==> src/rtl/alu_arbiter.sv <==
// alu_arbiter
// Two-requester round-robin arbiter and sequencer in front of the shared
// execute-stage ALU. One request is granted per cycle and registered into an
// issue stage (p1) that drives the ALU. The combinational ALU result is then
// captured into a response stage (p2) that supports consumer backpressure.
// A synchronous flush drops everything in flight.
//
// Ports:
//   clk, rst_n                 clock, asynchronous active-low reset
//   flush                      synchronous clear of all in-flight operations
//   reqN_valid / reqN_ready    request handshake, N = 0, 1
//   reqN_op, reqN_a, reqN_b    request payload (opcode, SrcA, SrcB)
//   alu_srca, alu_srcb         operands to the ALU (0 when the issue stage is empty)
//   alu_operation              opcode to the ALU (0 when the issue stage is empty)
//   alu_result                 combinational result returned by the ALU
//   rsp_valid / rsp_ready      response handshake
//   rsp_id                     index of the requester that owns the response
//   rsp_result                 captured ALU result
//   busy                       any stage occupied
module alu_arbiter #(
    parameter int DATA_WIDTH    = 32,
    parameter int OPCODE_LENGTH = 4
) (
    input  logic                     clk,
    input  logic                     rst_n,
    input  logic                     flush,

    input  logic                     req0_valid,
    output logic                     req0_ready,
    input  logic [OPCODE_LENGTH-1:0] req0_op,
    input  logic [DATA_WIDTH-1:0]    req0_a,
    input  logic [DATA_WIDTH-1:0]    req0_b,

    input  logic                     req1_valid,
    output logic                     req1_ready,
    input  logic [OPCODE_LENGTH-1:0] req1_op,
    input  logic [DATA_WIDTH-1:0]    req1_a,
    input  logic [DATA_WIDTH-1:0]    req1_b,

    output logic [DATA_WIDTH-1:0]    alu_srca,
    output logic [DATA_WIDTH-1:0]    alu_srcb,
    output logic [OPCODE_LENGTH-1:0] alu_operation,
    input  logic [DATA_WIDTH-1:0]    alu_result,

    output logic                     rsp_valid,
    input  logic                     rsp_ready,
    output logic                     rsp_id,
    output logic [DATA_WIDTH-1:0]    rsp_result,

    output logic                     busy
);

    // Issue stage
    logic                     vld_p1;
    logic                     id_p1;
    logic [OPCODE_LENGTH-1:0] op_p1;
    logic [DATA_WIDTH-1:0]    a_p1;
    logic [DATA_WIDTH-1:0]    b_p1;

    // Response stage
    logic                     vld_p2;
    logic                     id_p2;
    logic [DATA_WIDTH-1:0]    res_p2;

    // Requester granted most recently; resets to 1 so req0 wins first contention.
    logic                     rr_last;

    logic                     gnt_vld;
    logic                     gnt_id;
    logic                     p2_free;
    logic                     p1_free;
    logic                     accept;
    logic                     advance;
    logic                     drain;

    always_comb begin
        gnt_vld = req0_valid | req1_valid;
        gnt_id  = 1'b0;
        if (req0_valid && req1_valid) begin
            gnt_id = ~rr_last;
        end else if (req1_valid) begin
            gnt_id = 1'b1;
        end
    end

    assign p2_free = ~vld_p2 | rsp_ready;
    assign p1_free = ~vld_p1 | p2_free;

    // Ready is blocked during flush so no new work slips in while the pipe is cleared.
    assign req0_ready = p1_free & ~flush & gnt_vld & ~gnt_id;
    assign req1_ready = p1_free & ~flush & gnt_vld &  gnt_id;

    assign accept  = p1_free & ~flush & gnt_vld;
    assign advance = vld_p1 & p2_free;
    assign drain   = vld_p2 & rsp_ready;

    // ---- stage p0 -> p1: load the granted request into the issue stage ----
    always_ff @(posedge clk or negedge rst_n) begin
        if (!rst_n) begin
            vld_p1  <= 1'b0;
            id_p1   <= 1'b0;
            op_p1   <= '0;
            a_p1    <= '0;
            b_p1    <= '0;
            rr_last <= 1'b1;
        end else if (flush) begin
            vld_p1  <= 1'b0;
        end else if (accept) begin
            vld_p1  <= 1'b1;
            id_p1   <= gnt_id;
            op_p1   <= gnt_id ? req1_op : req0_op;
            a_p1    <= gnt_id ? req1_a  : req0_a;
            b_p1    <= gnt_id ? req1_b  : req0_b;
            rr_last <= gnt_id;
        end else if (advance) begin
            vld_p1  <= 1'b0;
        end
    end

    // ---- stage p1 -> p2: capture the ALU result into the response stage ----
    always_ff @(posedge clk or negedge rst_n) begin
        if (!rst_n) begin
            vld_p2 <= 1'b0;
            id_p2  <= 1'b0;
            res_p2 <= '0;
        end else if (flush) begin
            vld_p2 <= 1'b0;
        end else if (advance) begin
            vld_p2 <= 1'b1;
            id_p2  <= id_p1;
            res_p2 <= alu_result;
        end else if (drain) begin
            vld_p2 <= 1'b0;
        end
    end

    // The ALU sees zeros whenever the issue stage is empty.
    assign alu_srca      = vld_p1 ? a_p1  : '0;
    assign alu_srcb      = vld_p1 ? b_p1  : '0;
    assign alu_operation = vld_p1 ? op_p1 : '0;

    assign rsp_valid  = vld_p2;
    assign rsp_id     = id_p2;
    assign rsp_result = res_p2;
    assign busy       = vld_p1 | vld_p2;

endmodule

==> config.mk <==
export PLATFORM = sky130hd
export DESIGN_NAME = alu_arbiter
export DESIGN_NICKNAME = d
export VERILOG_FILES = /design/src/rtl/alu_arbiter.sv
export SDC_FILE = /design/constraint.sdc
export NUM_CORES = 1
export LEC_CHECK = 0
export CORE_UTILIZATION = 30
export DETAILED_ROUTE_END_ITERATION = 8
export PLACE_DENSITY = 0.65
export SLEW_MARGIN = 20
export SYNTH_ARGS = -nofsm -noshare
export SYNTH_HDL_FRONTEND = slang
export SYNTH_SLANG_ARGS = --single-unit
==> constraint.sdc <==
create_clock -name clk -period 4.51 [get_ports clk]
set_clock_uncertainty 0.1 [all_clocks]
set_input_delay 0.902 -clock clk [delete_from_list [all_inputs] [get_ports clk]]
set_output_delay 0.902 -clock clk [all_outputs]
set_load 0.1 [all_outputs]
# [After elaboration in Yosys (flattened, before gate mapping)]
# Cells that the tools add are included.
[op_classes] reduce_logical=5 bitwise_logic=15 n_mux=14
[ops] operator="$mux 32" count=4
[ops] operator="$mux 1" count=8
[ops] operator="$mux 4" count=2
[ops] operator="$and 1x1->1" count=6
[ops] operator="$reduce_bool 3->1" count=2
[ops] operator="$not 1->1" count=5
[ops] operator="$or 1x1->1" count=4
[ops] operator="$reduce_and 2->1" count=2
[ops] operator="$logic_and 1x1->1" count=1
[word_totals] wordCells=43 in_bits=174 register_bits=105 out_inout_bits=105

# [Longest topological paths before layout]
# Gate-level depths: netlist of the first run.
[depth] word_depth=7 depth_mapped=5 depth_no_buf=3

# [Worst setup path after synthesis of the first run]
# No wires, ideal clock.
[synth_path] kind="input-to-output" from="input req1_valid" to="output req0_ready" setup_slack_ns=-0.699 n_path_buf=2 t_required_ns=3.508 arrival_time_ns=4.207 path_stages=4 cell_sequence="a21boi_0 buf_2 clkbuf_1 nor4_1"
[synth_via] elab_chain_len=4 elab_cells_between_ends=7 cone_classes="mux: 2; bitwise: 4; reduce/logical: 1"
[synth_rtl] item="start, declared" line_no="34" text="input logic req1_valid,"
[synth_rtl] item="$mux 1 / $logic_and 1x1->1 (equally long branches)" line_no="81, 79"
[synth_rtl] item="$mux 1" line_no="79" text="if (req0_valid && req1_valid) begin"
[synth_rtl] item="$not 1->1" line_no="90" text="assign req0_ready = p1_free & ~flush & gnt_vld & ~gnt_id;"
[synth_rtl] item="$and 1x1->1 *" line_no="90"
[synth_rtl] item="end, declared" line_no="29" text="output logic req0_ready,"
# Every way passes the cells marked *; elsewhere a longest branch is shown, timed or not.

# [Worst setup path after layout of the first run]
[layout_path] from="input rsp_ready" to="output req0_ready"
[layout_via] elab_chain_len=5
[layout_rtl] item="start, declared" line_no="46" text="input logic rsp_ready,"
[layout_rtl] item="$or 1x1->1" line_no="86" text="assign p2_free = ~vld_p2 | rsp_ready;"
[layout_rtl] item="$or 1x1->1" line_no="87" text="assign p1_free = ~vld_p1 | p2_free;"
[layout_rtl] item="$and 1x1->1 (3 in a row)" line_no="90"
# No other way between the ends.

==> out/metrics.yaml, run 1 <==
hold-worst-slack_ps: 383
ys_ff_latch: 105
setup_viol: 0
share_comb_of_total_power_pct: 46.7
die_x_um: 134
grt_max_degree: 83
critPathArrivalTime_ps: 2180
die_h_um: 134
gp_congestion: 0.744
yosysTopAreaCell: "dfrtp_1"
synthTopCellsByArea: "dfrtp_1 50%, mux2_2 33%, and2_1 8.2%, mux2_1 3.7%, buf_6 1.7%"
core-area_mm2: 0.0168
yosysWarnings: 0
synth_top_cell_area_share_pct: 49.6
syn2layout_area_growth_pct: 58.7
io_buffers: 278
hold_viol_final: 0
layout_common_cells: "206 x clkdlybuf4s50_1, 154 x mux2_2, 103 x dfrtp_1"
diodes: 0
setup_tns_ps: 0
cp-endpoint: "req0_ready"
ff2ff_path_depth: 4
holdCritPathClass: "reg2reg"
maxSlewViolCount: 0
clock_latency_ps: 340
p_sw_share_pct: 43.2
syn_area_per_cell_um2: 13.7
groute.usage.overall_pct: 15.7
cap_violations: 0
grt_pass1_wl_um: 22100
drc_errors: 0
slowest_delay_ps: 480
cts_tree: "done"
powerDensity_mw_per_mm2: 450
cts.path.max_buffers: 2
num_vias: 3920
hold_buffers: 0
syn_nets: 557
relSlewSlack_pct: 32.0
grt_antenna_before_repair: 0
regToRegSetupSlack_ps: 1850
crit_chain: "clkdlybuf4s50_1, and3b_4, nor4_2, buf_4"
drive_gt1_share_pct: 38.3
grt.overflow.total: 0
r2r_start: "vld_p1"
required_ps: 3510
post_cts_resized: 0
fmax_ghz: 0.314
ios: 279
fin_nets: 825
root_buffer: "clkbuf_16"
clk_pin_slew_ps: 70
critical_path.max_fanout: 3
first_pass_iters: 4
final_common_cell: "clkdlybuf4s50_1"
die_area_mm2: 0.0180
ys_types: 17
dp_hpwl_um: 10200
grt_pass1_vias: 4276
cts_setup_buffers: 0
intPower_mw: 2.13
pwr-share-clk_pct: 20.8
netlist_area_mm2: 0.00524
wire_per_inst_um: 15.7
synthCells: 383
initial_core_util_pct: 31.2
fin_crit_ps: 3190
rows: 47
rsz0062_at_grt: "false"
ant_nets: 0
cts.sinks: 105
fillers: 1524
power_frac_seq_pct: 32.6
critPathKind: "in2out"
wl_um: 13700
place_inst: 860
start_kind: "input pin"
viasPerCell: 4.47
drt_iter0_drc: 98
fin_crit_sh_pct: 70.6
worst_setup_path_end_kind: "primary output"
cts_max_level: 3
yosysSeqAreaShare_pct: 50.1
cts_buffers: 9
critPathLaunch: "rsp_ready"
r2r-end: "a_p1[8]"
p_sw_mw: 1.62
leakage_nw: 3.46
slowest_stage: "clkdlybuf4s50_1"
ir_worst_vdd_uv: 370
status: "finished, final reports clean"
fin_cells: 876
power_mw: 3.74
max_slew.worst_pin.slew_ps: 1020
flip-flops by register name, summed over array words and instances, names as in the netlist:
signal	count
a_p1	32
b_p1	32
rsp_result	32
op_p1	4
id_p1	1
rr_last	1
rsp_id	1
rsp_valid	1
vld_p1	1
Yosys cell counts:
master    number
a21boi_0       1
nor2b_1        1
nor3_1         1
mux2_2       154
dfrtp_1      104
and2_1        69
dfstp_2        1
clkbuf_1       8
nor3b_2        1
nor3_4         1
nor4_1         1
nor2_1         4
or2_2          1
and3b_4        1
buf_6          8
buf_2         10
mux2_1        17
kinds of logic (layout without fill, tap and decap cells):
group           after synthesis  count (layout)  synth area share, %
compound gates                1               1                0.143
buf+inv                      26             299                 3.25
flops                       105             105                 50.1
mux                         171             171                 36.7
simple gates                 80              80                 9.76
cell type report:
type                    count  area [µm²]  share of cell area (%)
repair buffers            283        2660                    31.9
flip-flops and latches    105        2630                    31.6
multi-input cells         252        2470                    29.7
well taps                 220         275                    3.31
clock buffers              14         254                    3.05
clock inverters             2        37.5                   0.451
critical path: cells and delay by family:
kind / cells / cell delay (ps)
buffers and inverters: 2 / 810
AND/OR/NAND/NOR: 2 / 470
per-layer routing:
| layer | share of wire (%) | GRT usage, % |
|---|---|---|
| met1 | 38 | 17.4 |
| met5 | 0 | 0 |
| met4 | 1.7 | 5.99 |
| met3 | 11 | 6.42 |
| met2 | 49 | 26.9 |
power groups by stage:
| stage | clock (mW) | combinational, mW | sequential (mW) |
|---|---|---|---|
| 6_report | 0.777 | 1.75 | 1.22 |
| 5_1_grt | 0.841 | 1.81 | 1.25 |
| 4_1_cts | 0.811 | 1.76 | 1.22 |
| 3_5_place_dp | 0 | 1.76 | 1.24 |
| 3_3_place_gp | 0 | 1.74 | 1.23 |
| 2_1_floorplan | 0 | 0.850 | 1.66 |
worst min path at each step:
stage | startpoint | end | slack, ps | cells after the start
2_1_floorplan | a_p1[0] | a_p1[0] | 350 | 1
3_3_place_gp | a_p1[2] | a_p1[2] | 360 | 1
3_5_place_dp | b_p1[26] | b_p1[26] | 370 | 1
4_1_cts | a_p1[15] | a_p1[15] | 390 | 1
5_1_grt | a_p1[15] | a_p1[15] | 410 | 1
6_report | b_p1[28] | b_p1[28] | 380 | 1
per-stage QoR:
stage | setup slack, ps | util (%) | cell area, µm²
after floorplan | 481 | - | 5250
after global placement | 1310 | 47.7 | 8030
after detailed placement | 1260 | 47.7 | 8030
after CTS | 1280 | 49.5 | 8320
after global routing | 1290 | 49.5 | 8320
final | 1320 | 49.5 | 8320
Note: power is estimated with default switching activity, not from simulation.
==> run 2: changes to the inputs <==
- clock period: 4.51 -> 3.1 ns (I/O delays scaled with it)
==> out/metrics.yaml, run 2 (synthesized netlist as in run 1, its figures left out) <==
met2RoutedLength_um: 7090  # was 6720 µm
status: "finished, final reports clean"  # unchanged
cts.sinks: 105  # unchanged
power_mw: 5.46  # was 3.74 mW
grt_pass1_wl_um: 21800  # was 22100 µm
maxSlewViolCount: 0  # unchanged
syn2layout_area_growth_pct: 58.9  # was 58.7%
crit_chain: "clkdlybuf4s50_1, a21boi_4, and2_2, buf_12"  # was clkdlybuf4s50_1, and3b_4, nor4_2, buf_4
place_inst: 864  # was 860
start_kind: "input pin"  # unchanged
ant_nets: 0  # unchanged
first_pass_iters: 4  # unchanged
clock_latency_ps: 350  # was 340 ps
pre_cts_slack_ps: 365  # was 1260 ps
cts_max_level: 3  # unchanged
fmax_ghz: 0.368
grt_pass1_vias: 4260  # was 4276
groute.usage.overall_pct: 15.6  # was 15.7%
initial_core_util_pct: 31.2  # unchanged
ir_worst_vdd_uv: 638  # was 370 µV
grt_max_degree: 71  # was 83
final_common_cell: "clkdlybuf4s50_1"  # unchanged
root_buffer: "clkbuf_16"  # unchanged
slowest_stage: "clkdlybuf4s50_1"  # unchanged
critPathArrivalTime_ps: 2000  # was 2180 ps
viasPerCell: 4.52  # was 4.47
fin_crit_sh_pct: 87.6
setup_tns_ps: 0  # unchanged
fin_cells: 880  # was 876
cts.path.max_buffers: 2  # unchanged
cts_buffers: 9  # unchanged
relSlewSlack_pct: 70.7  # was 32.0%
gp_congestion: 0.738  # was 0.744
holdCritPathClass: "in2async"  # was reg2reg
met1_length_um: 5320  # was 5210 µm
layout_common_cells: "172 x clkdlybuf4s50_1, 154 x mux2_2, 110 x buf_4"  # was 206 x clkdlybuf4s50_1, 154 x mux2_2, 103 x dfrtp_1
drc_errors: 0  # unchanged
cap_violations: 0  # unchanged
drive_gt1_share_pct: 44.4  # was 38.3%
utilization_pct: 49.5  # about the same
die_area_mm2: 0.0180  # unchanged
dp_hpwl_um: 10500  # was 10200 µm
critical_path.max_fanout: 10  # was 3
die_x_um: 134  # unchanged
wl_um: 13900  # was 13700 µm
leakage_nw: 3.53  # was 3.46 nW
hold_viol_final: 0  # unchanged
worst_setup_path_end_kind: "primary output"  # unchanged
setup_viol: 0  # unchanged
io_buffers: 278  # unchanged
post_cts_resized: 0  # unchanged
drt_iter0_drc: 77  # was 98
wire_per_inst_um: 15.8  # was 15.7 µm
cts_setup_buffers: 0  # unchanged
diodes: 0  # unchanged
fin_crit_ps: 2720
path_delay_family: "buffers and inverters"  # unchanged
grt_antenna_before_repair: 0  # unchanged
num_vias: 3977  # was 3920
die_h_um: 134  # unchanged
core-area_mm2: 0.0168  # unchanged
clk_pin_slew_ps: 70  # about the same
placed_area_mm2: 0.00803  # about the same
grt.overflow.total: 0  # unchanged
critPathKind: "in2out"  # unchanged
fin_ws_ps: 385  # was 1320 ps
max_slew.worst_pin.slew_ps: 438  # was 1020 ps
hold-worst-slack_ps: 102  # was 383 ps
worst-path-buf-inv: 2  # unchanged
rows: 47  # unchanged
maxUsedRoutingLayer: "met4"  # unchanged
ios: 279  # unchanged
slowest_delay_ps: 500  # was 480 ps
final_cell_area_mm2: 0.00833  # was 0.00832 mm²
powerDensity_mw_per_mm2: 655  # was 450 mW/mm²
rsz0062_at_grt: "false"  # unchanged
hold_buffers: 0  # unchanged
wl_met3_um: 1310  # was 1580 µm
required_ps: 2380  # was 3510 ps
fin_nets: 829  # was 825
cts_tree: "done"  # unchanged
## run 2: cell types whose count changed in the layout (fill, tap and decap cells not counted), sizes merged
cell,change
buf,+38
clkdlybuf4s50,-34
clkbuf,-4
inv,+3
clkinvlp,+1
## run 2: path summary, 6_finish.rpt
path                             from             to  slack, ps  depth (start not counted)
max                        req1_valid     req1_ready        380                          4
min                             rst_n       a_p1[11]        100                          1
max reg2reg                    vld_p1  rsp_result[9]       1150                          4
min reg2reg                  b_p1[30]       b_p1[30]        380                          1
max in group asynchronous       rst_n        rr_last       2060                          2
min in group clk             b_p1[30]       b_p1[30]        380                          1
## run 2: metal layers
layer,up-vias,GRT usage (%)
met1,1925,16.9
met2,172,28.0
met5,-,0
met3,14,5.56
li1,1866,-
met4,0,5.31
## run 2: worst reg2reg max path, cell delays in order (launching register included)
cell and delay, ps:
dfrtp_2 370, buf_4 310, nor3b_4 240, buf_4 410, mux2_2 410
## run 2: final cells by class
type / instances / area, µm²
clock inverters: 6 / 71.3
multi-input cells: 252 / 2480
well taps: 220 / 275
clock buffers: 10 / 229
fillers: 1520 / 8490
repair buffers: 287 / 2650
flip-flops and latches: 105 / 2630
## run 2: power breakdown
group	switching, mW	total [mW]	internal, mW
logic	1.74	2.53	0.790
clock network	0.529	1.16	0.636
registers	0.124	1.76	1.63
==> run 3: changes to the inputs <==
--- a/config.mk
+++ b/config.mk
@@ -9,4 +9,5 @@
 export DETAILED_ROUTE_END_ITERATION = 8
 export PLACE_DENSITY = 0.65
+export RECOVER_POWER = 50
 export SLEW_MARGIN = 20
 export SYNTH_ARGS = -nofsm -noshare
--- a/constraint.sdc
+++ b/constraint.sdc
@@ -3,3 +3,3 @@
 set_input_delay 0.62 -clock clk [delete_from_list [all_inputs] [get_ports clk]]
 set_output_delay 0.62 -clock clk [all_outputs]
-set_load 0.1 [all_outputs]
+set_load 0.01 [all_outputs]
==> out/metrics.yaml, run 3 (synthesized netlist as in run 1, its figures left out) <==
status: "finished, final reports clean"  # unchanged
rsz0062_at_grt: "false"  # unchanged
die_h_um: 134  # unchanged
groute.usage.overall_pct: 15.6  # about the same
clock_latency_ps: 340  # was 350 ps
cts.sinks: 105  # unchanged
maxSlewViolCount: 0  # unchanged
dp_hpwl_um: 10500  # about the same
hold-worst-slack_ps: 380  # was 102 ps
gp_congestion: 0.690  # was 0.738
power_mw: 4.18  # was 5.46 mW
wire_per_inst_um: 15.7  # was 15.8 µm
rows: 47  # unchanged
critPathKind: "in2out"  # unchanged
relSlewSlack_pct: 15.1  # was 70.7%
core-area_mm2: 0.0168  # unchanged
fin_cells: 879  # was 880
clk_pin_slew_ps: 70  # about the same
ir_worst_vdd_uv: 271  # was 638 µV
leakage_nw: 3.37  # was 3.53 nW
cts_tree: "done"  # unchanged
drt_iter0_drc: 61  # was 77
grt_max_degree: 71  # unchanged
setup_tns_ps: 0  # unchanged
grt_antenna_before_repair: 0  # unchanged
layout_common_cells: "242 x clkdlybuf4s50_1, 154 x mux2_2, 103 x dfrtp_1"  # was 172 x clkdlybuf4s50_1, 154 x mux2_2, 110 x buf_4
num_vias: 3949  # was 3977
fillers: 1516  # was 1520
pre_cts_slack_ps: 53.0  # was 365 ps
critPathArrivalTime_ps: 2280  # was 2000 ps
viasPerCell: 4.49  # was 4.52
grt_pass1_vias: 4267  # was 4260
cts_buffers: 9  # unchanged
initial_core_util_pct: 31.2  # unchanged
drc_errors: 0  # unchanged
place_inst: 863  # was 864
critical_path.max_fanout: 3  # was 10
ios: 279  # unchanged
grt.overflow.total: 0  # unchanged
final_cell_area_mm2: 0.00851  # was 0.00833 mm²
diodes: 0  # unchanged
cts_max_level: 3  # unchanged
root_buffer: "clkbuf_16"  # unchanged
io_buffers: 278  # unchanged
die_x_um: 134  # unchanged
syn2layout_area_growth_pct: 62.3  # was 58.9%
die_area_mm2: 0.0180  # unchanged
cap_violations: 0  # unchanged
fin_ws_ps: 99.8  # was 385 ps
required_ps: 2380  # about the same
setup_viol: 0  # unchanged
cts.path.max_buffers: 2  # unchanged
utilization_pct: 50.6  # was 49.5%
max_slew.worst_pin.slew_ps: 1270  # was 438 ps
fin_crit_ps: 3000  # was 2720 ps
wl_um: 13800  # was 13900 µm
fin_crit_sh_pct: 96.8  # was 87.6%
worst_setup_path_end_kind: "primary output"  # unchanged
holdCritPathClass: "reg2reg"  # was in2async
fin_nets: 828  # was 829
start_kind: "input pin"  # unchanged
cts_setup_buffers: 0  # unchanged
hold_viol_final: 0  # unchanged
placed_area_mm2: 0.00822  # was 0.00803 mm²
final_common_cell: "clkdlybuf4s50_1"  # unchanged
drive_gt1_share_pct: 28.1  # was 44.4%
fmax_ghz: 0.333  # was 0.368 GHz
first_pass_iters: 4  # unchanged
grt_pass1_wl_um: 22000  # was 21800 µm
ant_nets: 0  # unchanged
powerDensity_mw_per_mm2: 491  # was 655 mW/mm²
## run 3: cell count changes in the layout (fill, tap and decap cells not counted), moves of 2 or more
cell,change
clkdlybuf4s50_1,+70
inv_6,-3
clkbuf_2,+2
buf_12,-5
clkbuf_8,+2
dlygate4sd3_1,+35
buf_4,-105
## run 3: critical path, stage by stage
cell and delay (ps):
clkdlybuf4s50_1 480, and3b_4 230, nor4_2 330, clkdlybuf4s50_1 630
## run 3: metal layers
layer / track usage [%] / vias to the layer above / share of wire, % / routed length (µm)
li1: - / 1873 / - / -
met1: 16.6 / 1896 / 37 / 5170
met2: 27.8 / 168 / 51 / 6980
met3: 6.12 / 12 / 11 / 1470
met4: 5.43 / 0 / 1.2 / 169
met5: 0 / - / 0 / 0
## run 3: worst paths after layout
check,start,end,slack [ps],cells after the start
hold / removal,a_p1[15],a_p1[15],380,1
min in group asynchronous,rst_n,rsp_result[21],400,1
setup reg to reg,rsp_valid,a_p1[12],870,4
hold reg to reg,a_p1[15],a_p1[15],380,1
max in group asynchronous,rst_n,b_p1[29],560,2
setup / recovery,rsp_ready,req0_ready,100,4
## run 3: repair_timing
action,4_1_cts,5_1_grt
hold buffers,0,0
setup endpoints to repair,0,1
resized for setup,0,1
## run 3: power by group
part | switching (mW) | leakage [nW] | internal, mW
registers | 0.122 | 1.23 | 1.63
logic | 0.439 | 2.00 | 0.812
clock network | 0.501 | 0.141 | 0.671
total | 1.06 | 3.37 | 3.12
## run 3: layout make-up
class	instances	area [µm²]	area share, %
well taps	220	275	3.23
multi-input cells	252	2470	29.0
repair buffers	286	2830	33.2
clock inverters	4	52.6	0.617
flip-flops and latches	105	2630	30.9
clock buffers	12	256	3.01
